===== config.mk =====
export PLATFORM = sky130hd
export DESIGN_NAME = dmem_arbiter
export DESIGN_NICKNAME = d
export VERILOG_FILES = /design/src/rtl/dmem_arbiter.sv
export SDC_FILE = /design/constraint.sdc
export NUM_CORES = 1
export LEC_CHECK = 0
export CORE_AREA = 2 2 116 118
export DETAILED_ROUTE_END_ITERATION = 16
export DIE_AREA = 0 0 118 120
export DONT_BUFFER_PORTS = 1
export SYNTH_ARGS = -nofsm -noshare
export SYNTH_HDL_FRONTEND = slang
export SYNTH_SLANG_ARGS = --single-unit

===== constraint.sdc =====
create_clock -name clk -period 4.8 [get_ports clk]
set_input_delay 0.96 -clock clk [delete_from_list [all_inputs] [get_ports clk]]
set_output_delay 0.96 -clock clk [all_outputs]
set_load 0.05 [all_outputs]

===== src/rtl/dmem_arbiter.sv =====
// dmem_arbiter
//   Shares one single-port data RAM between the core (master 0) and a
//   secondary bus master such as a loader or DMA engine (master 1). At most
//   one access is granted per cycle. Read data is captured into a per-master
//   register and returned, with an rvalid pulse, one cycle after the grant.
//
// Handshake (valid/ready): req acts as valid and gnt as ready. A master
//   holds req/we/addr/wdata stable until it sees gnt=1. The transfer happens
//   in exactly the cycle where req && gnt. gnt is combinational from the
//   current requests and the registered arbiter state. It is never high for
//   both masters in the same cycle.
//
// Parameters
//   ADDR_W, DATA_W  address / data width
//   CORE_PRIO       1: master 0 has priority, with a starvation guard for
//                   master 1; 0: two-way round-robin
//   STARVE_LIMIT    consecutive denied cycles before master 1 is forced
//                   through (used only when CORE_PRIO=1; 1..255)
//
// Ports
//   clk, reset                     clock, asynchronous active-low reset
//   m*_req/we/addr/wdata           master request channel
//   m*_gnt                         access accepted this cycle
//   m*_rvalid/rdata                registered read return
//   ram_we/addr/wdata, ram_rdata   RAM port (ram_rdata combinational)
module dmem_arbiter #(
  parameter int ADDR_W       = 32,
  parameter int DATA_W       = 32,
  parameter int CORE_PRIO    = 1,
  parameter int STARVE_LIMIT = 4
) (
  input  logic              clk,
  input  logic              reset,
  input  logic              m0_req,
  input  logic              m0_we,
  input  logic [ADDR_W-1:0] m0_addr,
  input  logic [DATA_W-1:0] m0_wdata,
  input  logic              m1_req,
  input  logic              m1_we,
  input  logic [ADDR_W-1:0] m1_addr,
  input  logic [DATA_W-1:0] m1_wdata,
  output logic              m0_gnt,
  output logic              m1_gnt,
  output logic              m0_rvalid,
  output logic              m1_rvalid,
  output logic [DATA_W-1:0] m0_rdata,
  output logic [DATA_W-1:0] m1_rdata,
  output logic              ram_we,
  output logic [ADDR_W-1:0] ram_addr,
  output logic [DATA_W-1:0] ram_wdata,
  input  logic [DATA_W-1:0] ram_rdata
);

  localparam logic [7:0] LIMIT = 8'(STARVE_LIMIT);

  logic [7:0] wait_cnt;  // consecutive cycles master 1 has been denied
  logic       last;      // master of the most recent grant (round-robin)
  logic       m1_wins;   // master 1 wins if both masters request
  logic       sel1;      // master 1 selected, before reset gating

  always_comb begin
    m1_wins = 1'b0;
    if (CORE_PRIO != 0) begin
      m1_wins = (wait_cnt == LIMIT);
    end else begin
      m1_wins = (last == 1'b0);
    end
    sel1 = m1_req && (!m0_req || m1_wins);
    // reset gates the grants combinationally so nothing is accepted, and
    // nothing is written, while reset is held low
    m1_gnt = sel1 && reset;
    m0_gnt = m0_req && !sel1 && reset;
  end

  // With no grant the RAM port follows master 0; ram_we stays low.
  always_comb begin
    ram_addr  = m1_gnt ? m1_addr  : m0_addr;
    ram_wdata = m1_gnt ? m1_wdata : m0_wdata;
    ram_we    = m1_gnt ? m1_we    : (m0_gnt && m0_we);
  end

  always_ff @(posedge clk or negedge reset) begin
    if (!reset) begin
      wait_cnt  <= 8'd0;
      last      <= 1'b1;  // master 0 wins the first round-robin conflict
      m0_rvalid <= 1'b0;
      m1_rvalid <= 1'b0;
      m0_rdata  <= '0;
      m1_rdata  <= '0;
    end else begin
      m0_rvalid <= m0_gnt && !m0_we;
      m1_rvalid <= m1_gnt && !m1_we;
      if (m0_gnt && !m0_we) m0_rdata <= ram_rdata;
      if (m1_gnt && !m1_we) m1_rdata <= ram_rdata;

      // saturates at the limit so the forced grant cannot be skipped
      if (!m1_req || m1_gnt) begin
        wait_cnt <= 8'd0;
      end else if (wait_cnt != LIMIT) begin
        wait_cnt <= wait_cnt + 8'd1;
      end

      if (m0_gnt) begin
        last <= 1'b0;
      end else if (m1_gnt) begin
        last <= 1'b1;
      end
    end
  end

endmodule

==> results.md, run 1 <==
- DRT iter0 DRCs: 107
- Pleak: 1.62 nW
- Arr. time, crit path: 3000 ps
- Antenna Nets Post-Route: 0
- DRT Wirelength: 11900 um
- Tcrit/Tclk final: 0.826
- Setup bufs post-CTS: 0
- Layout area overhead: 11.3%
- Die Y-Extent: 120 um
- RSZ-0062 raised after global routing: no
- Worst Max-Slew Pin Slew: 1130 ps
- Dpl cell area: 3890 sq um
- Worst Path Required: 3840 ps
- Vias: 2224
- Crit end category: output port
- Total grt overflow: 0
- Status: finished, final reports clean
- Layout cell share with drive strength beyond 1: 0.565
- Synth Flop Type: dfrtp_1
- Yosys warning total: 0
- Initial antenna violation count: 7
- # fillers: 1304
- Slew Limit Headroom: 0.243
- HP Class: in2async
- Total die area: 14200 sq um
- Post-DP HPWL: 9660 um
- Final non-filler cell area: 4160 sq um
- Starting Density: 0.288
- Mapped Nets: 430
- Largest net degree at the start of global routing: 79
- Clock sinks: 74
- Clock skew: 4.97 ps
- Row count: 42
- Vias/cell: 4.95
- EDFF count, synth: 0
- Critical Path Fanout Max: 32
- Hold Vio Cnt, Final: 0
- Hold buffers post-CTS: 0
- Yosys cell types: 25
- Tot Pwr: 2.18 mW
- Hold_ws: 323 ps
- Die X: 118 um
- H-tree levels: 3
- TritonCTS buffer count: 9
- Resized cells post-CTS: 0
- Pins Over Slew Limit: 0
- Most frequent cells in the layout: 128 x mux2_2, 74 x dfrtp_1, 9 x nand2_1, 9 x clkbuf_16, 7 x nor2_1
- CTS tree: yes
- Final setup viols: 0
- Register Area: 1850 sq um
- Syn_area_per_cell: 14.3 sq um
- Wirelength per Cell: 26.4 um
- PortBufs: 0
- DR pass1 iterations: 4
- Vias in the first global route: 2327
- Drt drc: 0
- Final setup TNS: 0 ps
- Sequential area share after synthesis: 0.495
- Worst setup SP type: register
- Max-Cap Viols: 0
- Post-Syn Instances: 262
- Synth Cell Area: 3740 sq um
- Post-placement cell count: 429
- Ports: 299
- Min Tclk post-route: 3960 ps
- Power Dens Cells: 525 nW/um^2
- #FFs+latches synth: 74
- CP Class: reg2out
- First-pass GRT wire length: 16300 um
- Peak supply drop: 0.313 mV
- Clock buffer depth: 2
- Total global-route track usage: 0.159
- Most common cell after layout, fill and taps aside: mux2_2
- Core area: 13000 sq um
- Post-route insts no fill: 449
- Area of the multi-input gates: 1770 sq um
- Clock-pin slew on the worst setup and hold paths: 60 ps
- Root Driver: clkbuf_16
- Fin nets: 432
- Fmax: 0.252 GHz
- Routability Congestion: 0.828
- Async S/R FF share, synth: 1.00
- Clk_lat worst skew: 330 ps
==> metrics by stage <==
stage	worst slack, ps	utilization
2_1_floorplan	1550	-
3_3_place_gp	1230	0.299
3_5_place_dp	1170	0.299
4_1_cts	803	0.320
5_1_grt	659	0.320
6_report	838	0.321
==> final timing paths <==
check	cells past startpoint	slack (ps)	from	end
setup reg to reg	7	2410	wait_cnt[0]$_DFFE_PN0P_	m1_rdata[11]$_DFFE_PN0P_
hold reg to reg	2	560	wait_cnt[7]$_DFFE_PN0P_	wait_cnt[7]$_DFFE_PN0P_
max in group asynchronous	0	4360	reset	m0_rdata[3]$_DFFE_PN0P_
min in group clk	2	560	wait_cnt[7]$_DFFE_PN0P_	wait_cnt[7]$_DFFE_PN0P_
setup / recovery	7	840	wait_cnt[0]$_DFFE_PN0P_	ram_addr[17]
hold / removal	0	320	reset	m1_rdata[19]$_DFFE_PN0P_
==> critical path, cell delays in order, from the launching register on <==
cell and delay [ps]:
dfrtp_1 390, inv_1 100, ha_1 200, nand4bb_4 140, o41a_4 420, nor2_4 430
buf_4 450, mux2_2 530
==> power breakdown <==
| part | internal [mW] | leakage, nW | switching [mW] | total, mW |
|---|---|---|---|---|
| Clock | 0.348 | 0.129 | 0.241 | 0.588 |
| Combinational | 0.133 | 0.590 | 0.220 | 0.353 |
| Sequential | 0.734 | 0.900 | 0.509 | 1.24 |
==> sequential cells by signal (all words and copies together) (netlist names) <==
name / count
m1_rvalid: 1
m0_rvalid: 1
m1_rdata: 32
wait_cnt: 8
m0_rdata: 32
==> cell usage after synthesis (2+ instances only) <==
cell type    n  area share
xnor2_1      5       0.012
nand3_1      3      0.0040
a21oi_1      3      0.0040
mux2_2     128        0.39
ha_1         2      0.0067
nor3_1       2      0.0027
inv_1        3      0.0030
nor2_1       8      0.0080
buf_2        4      0.0054
nand2_1      9      0.0090
dfrtp_1     74        0.50
buf_6        8       0.024
==> per-layer routing <==
| layer | vias up | track usage | share of wire |
|---|---|---|---|
| met5 | - | 0 | 0.00084 |
| met4 | 2 | 0.0542 | 0.018 |
| met3 | 19 | 0.115 | 0.15 |
| met2 | 177 | 0.252 | 0.49 |
| met1 | 1076 | 0.165 | 0.34 |
| li1 | 950 | - | - |
==> cells by family after synthesis <==
kind of cell	share of synthesized area
flops	0.495
buf+inv	0.0345
fa+ha+maj	0.00669
compound gates	0.0181
mux	0.386
xor+xnor	0.0117
simple gates	0.0482
==> layout make-up <==
| class | count | share of cell area |
|---|---|---|
| sequential | 74 | 0.445 |
| multi-input combinational | 172 | 0.426 |
| clock buffer | 11 | 0.0559 |
| tap | 176 | 0.0529 |
| clock inverter | 5 | 0.00752 |
| timing repair buffer | 4 | 0.00722 |
| inverter | 3 | 0.00271 |
| antenna | 4 | 0.00241 |
(Power assumes the default switching activity.)
==> run 2: changes to the inputs <==
- clock period: 4.8 -> 3.5 ns (I/O delays scaled with it)
==> run 2 against run 1 <==
Effect of this change: total power up 44%; first-iteration DRC count down 17%; count of clock-buffer cells in the layout unchanged; register-to-register slack worse by 1300 ps; clock power up 62%.
==> results.md, run 2 (synthesis gave the netlist of run 1 again) <==
- Status: finished, final reports clean
- Pins Over Slew Limit: 0 (unchanged)
- TritonCTS buffer count: 9 (unchanged)
- Resized cells post-CTS: 0 (unchanged)
- Hold Vio Cnt, Final: 0 (unchanged)
- Total grt overflow: 0 (unchanged)
- Arr. time, crit path: 2620 ps (-380 ps)
- Most frequent cells in the layout: 128 x mux2_2, 74 x dfrtp_1, 9 x nand2_1, 9 x clkbuf_16, 7 x nor2_1
- Ports: 299 (unchanged)
- HP Class: in2async
- Vias/cell: 4.95 (about the same)
- Layout area overhead: 13.2%
- Core area: 13000 sq um (unchanged)
- Crit end category: output port
- DRT iter0 DRCs: 89 (-17%)
- Design internal power: 1.83 mW (+50%)
- Vias: 2223 (-0.045%)
- Worst R2R End: m1_rdata[10]$_DFFE_PN0P_
- Total global-route track usage: 0.168 (+0.00839)
- Sw Share: 0.419 (-0.0253)
- CTS tree: yes
- Reg2reg start: wait_cnt[0]$_DFFE_PN0P_
- Tcrit/Tclk final: 0.950
- Largest net degree at the start of global routing: 79 (unchanged)
- Die X: 118 um (unchanged)
- RSZ-0062 raised after global routing: no
- Row count: 42 (unchanged)
- Antenna Nets Post-Route: 0 (unchanged)
- # fillers: 1306 (+0.15%)
- Register-to-Register Setup Slack: 1140 ps (-1270 ps)
- Clock buffer depth: 2 (unchanged)
- Sequential Power Share: 0.543 (-0.026)
- First-pass GRT wire length: 17000 um (+4.1%)
- Logic pwr share: 0.154 (-0.007)
- Clock sinks: 74 (unchanged)
- Launch point of the worst path: wait_cnt[0]$_DFFE_PN0P_
- Clk_lat worst skew: 330 ps (about the same)
- Worst Path Required: 2800 ps (-1040 ps)
- Final setup viols: 0 (unchanged)
- Initial antenna violation count: 8 (+1)
- Worst setup path end: ram_addr[17]
- Fmax: 0.301 GHz
- Switching Power: 1.32 mW (+36%)
- Worst r2r path cells: 7 (unchanged)
- Post-DP HPWL: 9980 um (+3.3%)
- Peak supply drop: 0.444 mV (+42%)
- Root Driver: clkbuf_16
- Total die area: 14200 sq um (unchanged)
- Routability Congestion: 0.886 (+7.1%)
- Post-placement cell count: 431 (+0.47%)
- WP buf/inv: 2 (unchanged)
- Clock-pin slew on the worst setup and hold paths: 50 ps (about the same)
- Final setup TNS: 0 ps (unchanged)
- Cell chain of the critical path: inv_1 > ha_1 > nand4bb_4 > o41a_4 > nor2_4 > buf_12 > mux2_2
- Delay-heaviest family, CP: multiplexers
- Clock power frac: 0.303 (+0.034)
- Hold_ws: 67.2 ps (-256 ps)
- Area of the multi-input gates: 1770 sq um (unchanged)
- Fin nets: 434 (+0.46%)
- Biggest regs: m0_rdata (32), m1_rdata (32), wait_cnt (8)
- Die Y-Extent: 120 um (unchanged)
- Critical Path Fanout Max: 65 (+100%)
- Post-route insts no fill: 449 (unchanged)
- Slowest CP cell: mux2_2
- Stages on worst setup path: 7 (unchanged)
- Min Tclk post-route: 3320 ps
- Hold buffers post-CTS: 0 (unchanged)
- Register Area: 1850 sq um (unchanged)
- DR pass1 iterations: 4 (unchanged)
- CP max stage delay: 540 ps (about the same)
- Drt drc: 0 (unchanged)
- Clock skew: 3.75 ps (-1.22 ps)
- PortBufs: 0 (unchanged)
- Vias in the first global route: 2377 (+2.1%)
- Most common cell after layout, fill and taps aside: mux2_2
- CP Class: reg2out
- Final core occ: 0.326 (+0.00549)
- H-tree levels: 3 (unchanged)
- Layout cell share with drive strength beyond 1: 0.569 (+0.00372)
- Power Dens Cells: 742 nW/um^2 (+41%)
- Worst Max-Slew Pin Slew: 570 ps (-558 ps)
- Wirelength per Cell: 27.1 um (+2.7%)
- Starting Density: 0.288 (unchanged)
- DRT Wirelength: 12200 um (+2.7%)
- Worst setup SP type: register
- Setup bufs post-CTS: 0 (unchanged)
- Pleak: 1.65 nW (+2.2%)
- Max-Cap Viols: 0 (unchanged)
- Slew Limit Headroom: 0.618 (+0.375)
run 2: cell type report:
| type | instances | share of cell area |
|---|---|---|
| inverters | 3 | 0.00266 |
| multi-input cells | 172 | 0.419 |
| well taps | 176 | 0.0520 |
| flip-flops and latches | 74 | 0.438 |
| clock inverters | 3 | 0.0154 |
| diodes | 4 | 0.00237 |
| clock buffers | 11 | 0.0574 |
| repair buffers | 6 | 0.0136 |
run 2: metrics by stage:
stage | instance area (sq um) | setup WS [ps] | total power, mW
after floorplan | 3740 | 509 | 2.13
after global placement | 3910 | 591 | 2.20
after detailed placement | 3910 | 533 | 2.21
after CTS | 4220 | 170 | 3.18
after global routing | 4220 | 84.2 | 3.25
final | 4230 | 176 | 3.14
run 2: per-layer routing:
layer	wire length [um]	track usage	part of all wire
met2	6190	0.286	0.51
met3	2300	0.138	0.19
met4	176	0.0557	0.014
met1	3490	0.147	0.29
met5	13	0	0.0011
run 2: worst min-delay path by stage:
stage                from                  endpoint  slack (ps)  cells past startpoint
global route        reset  m0_rdata[20]$_DFFE_PN0P_          50                      0
global placement    reset  m1_rdata[19]$_DFFE_PN0P_         410                      0
finish              reset  m1_rdata[19]$_DFFE_PN0P_          70                      0
CTS                 reset  m0_rdata[30]$_DFFE_PN0P_          50                      0
floorplan           reset   m0_rdata[0]$_DFFE_PN0P_         400                      0
detailed placement  reset  m1_rdata[19]$_DFFE_PN0P_         410                      0
run 2: power by group through the flow:
| stage | clock network [mW] | registers, mW | logic, mW |
|---|---|---|---|
| 2_1_floorplan | 0 | 1.68 | 0.451 |
| 3_3_place_gp | 0 | 1.72 | 0.474 |
| 3_5_place_dp | 0 | 1.72 | 0.488 |
| 4_1_cts | 0.978 | 1.71 | 0.487 |
| 5_1_grt | 1.02 | 1.73 | 0.508 |
| 6_report | 0.952 | 1.71 | 0.483 |
run 2: worst register-to-register path, stage by stage, from the launching register on:
cell and delay, ps:
dfrtp_1 400, inv_1 100, ha_1 200, nand4bb_4 140
o41a_4 420, nor3_4 160, buf_4 400, mux2_2 420
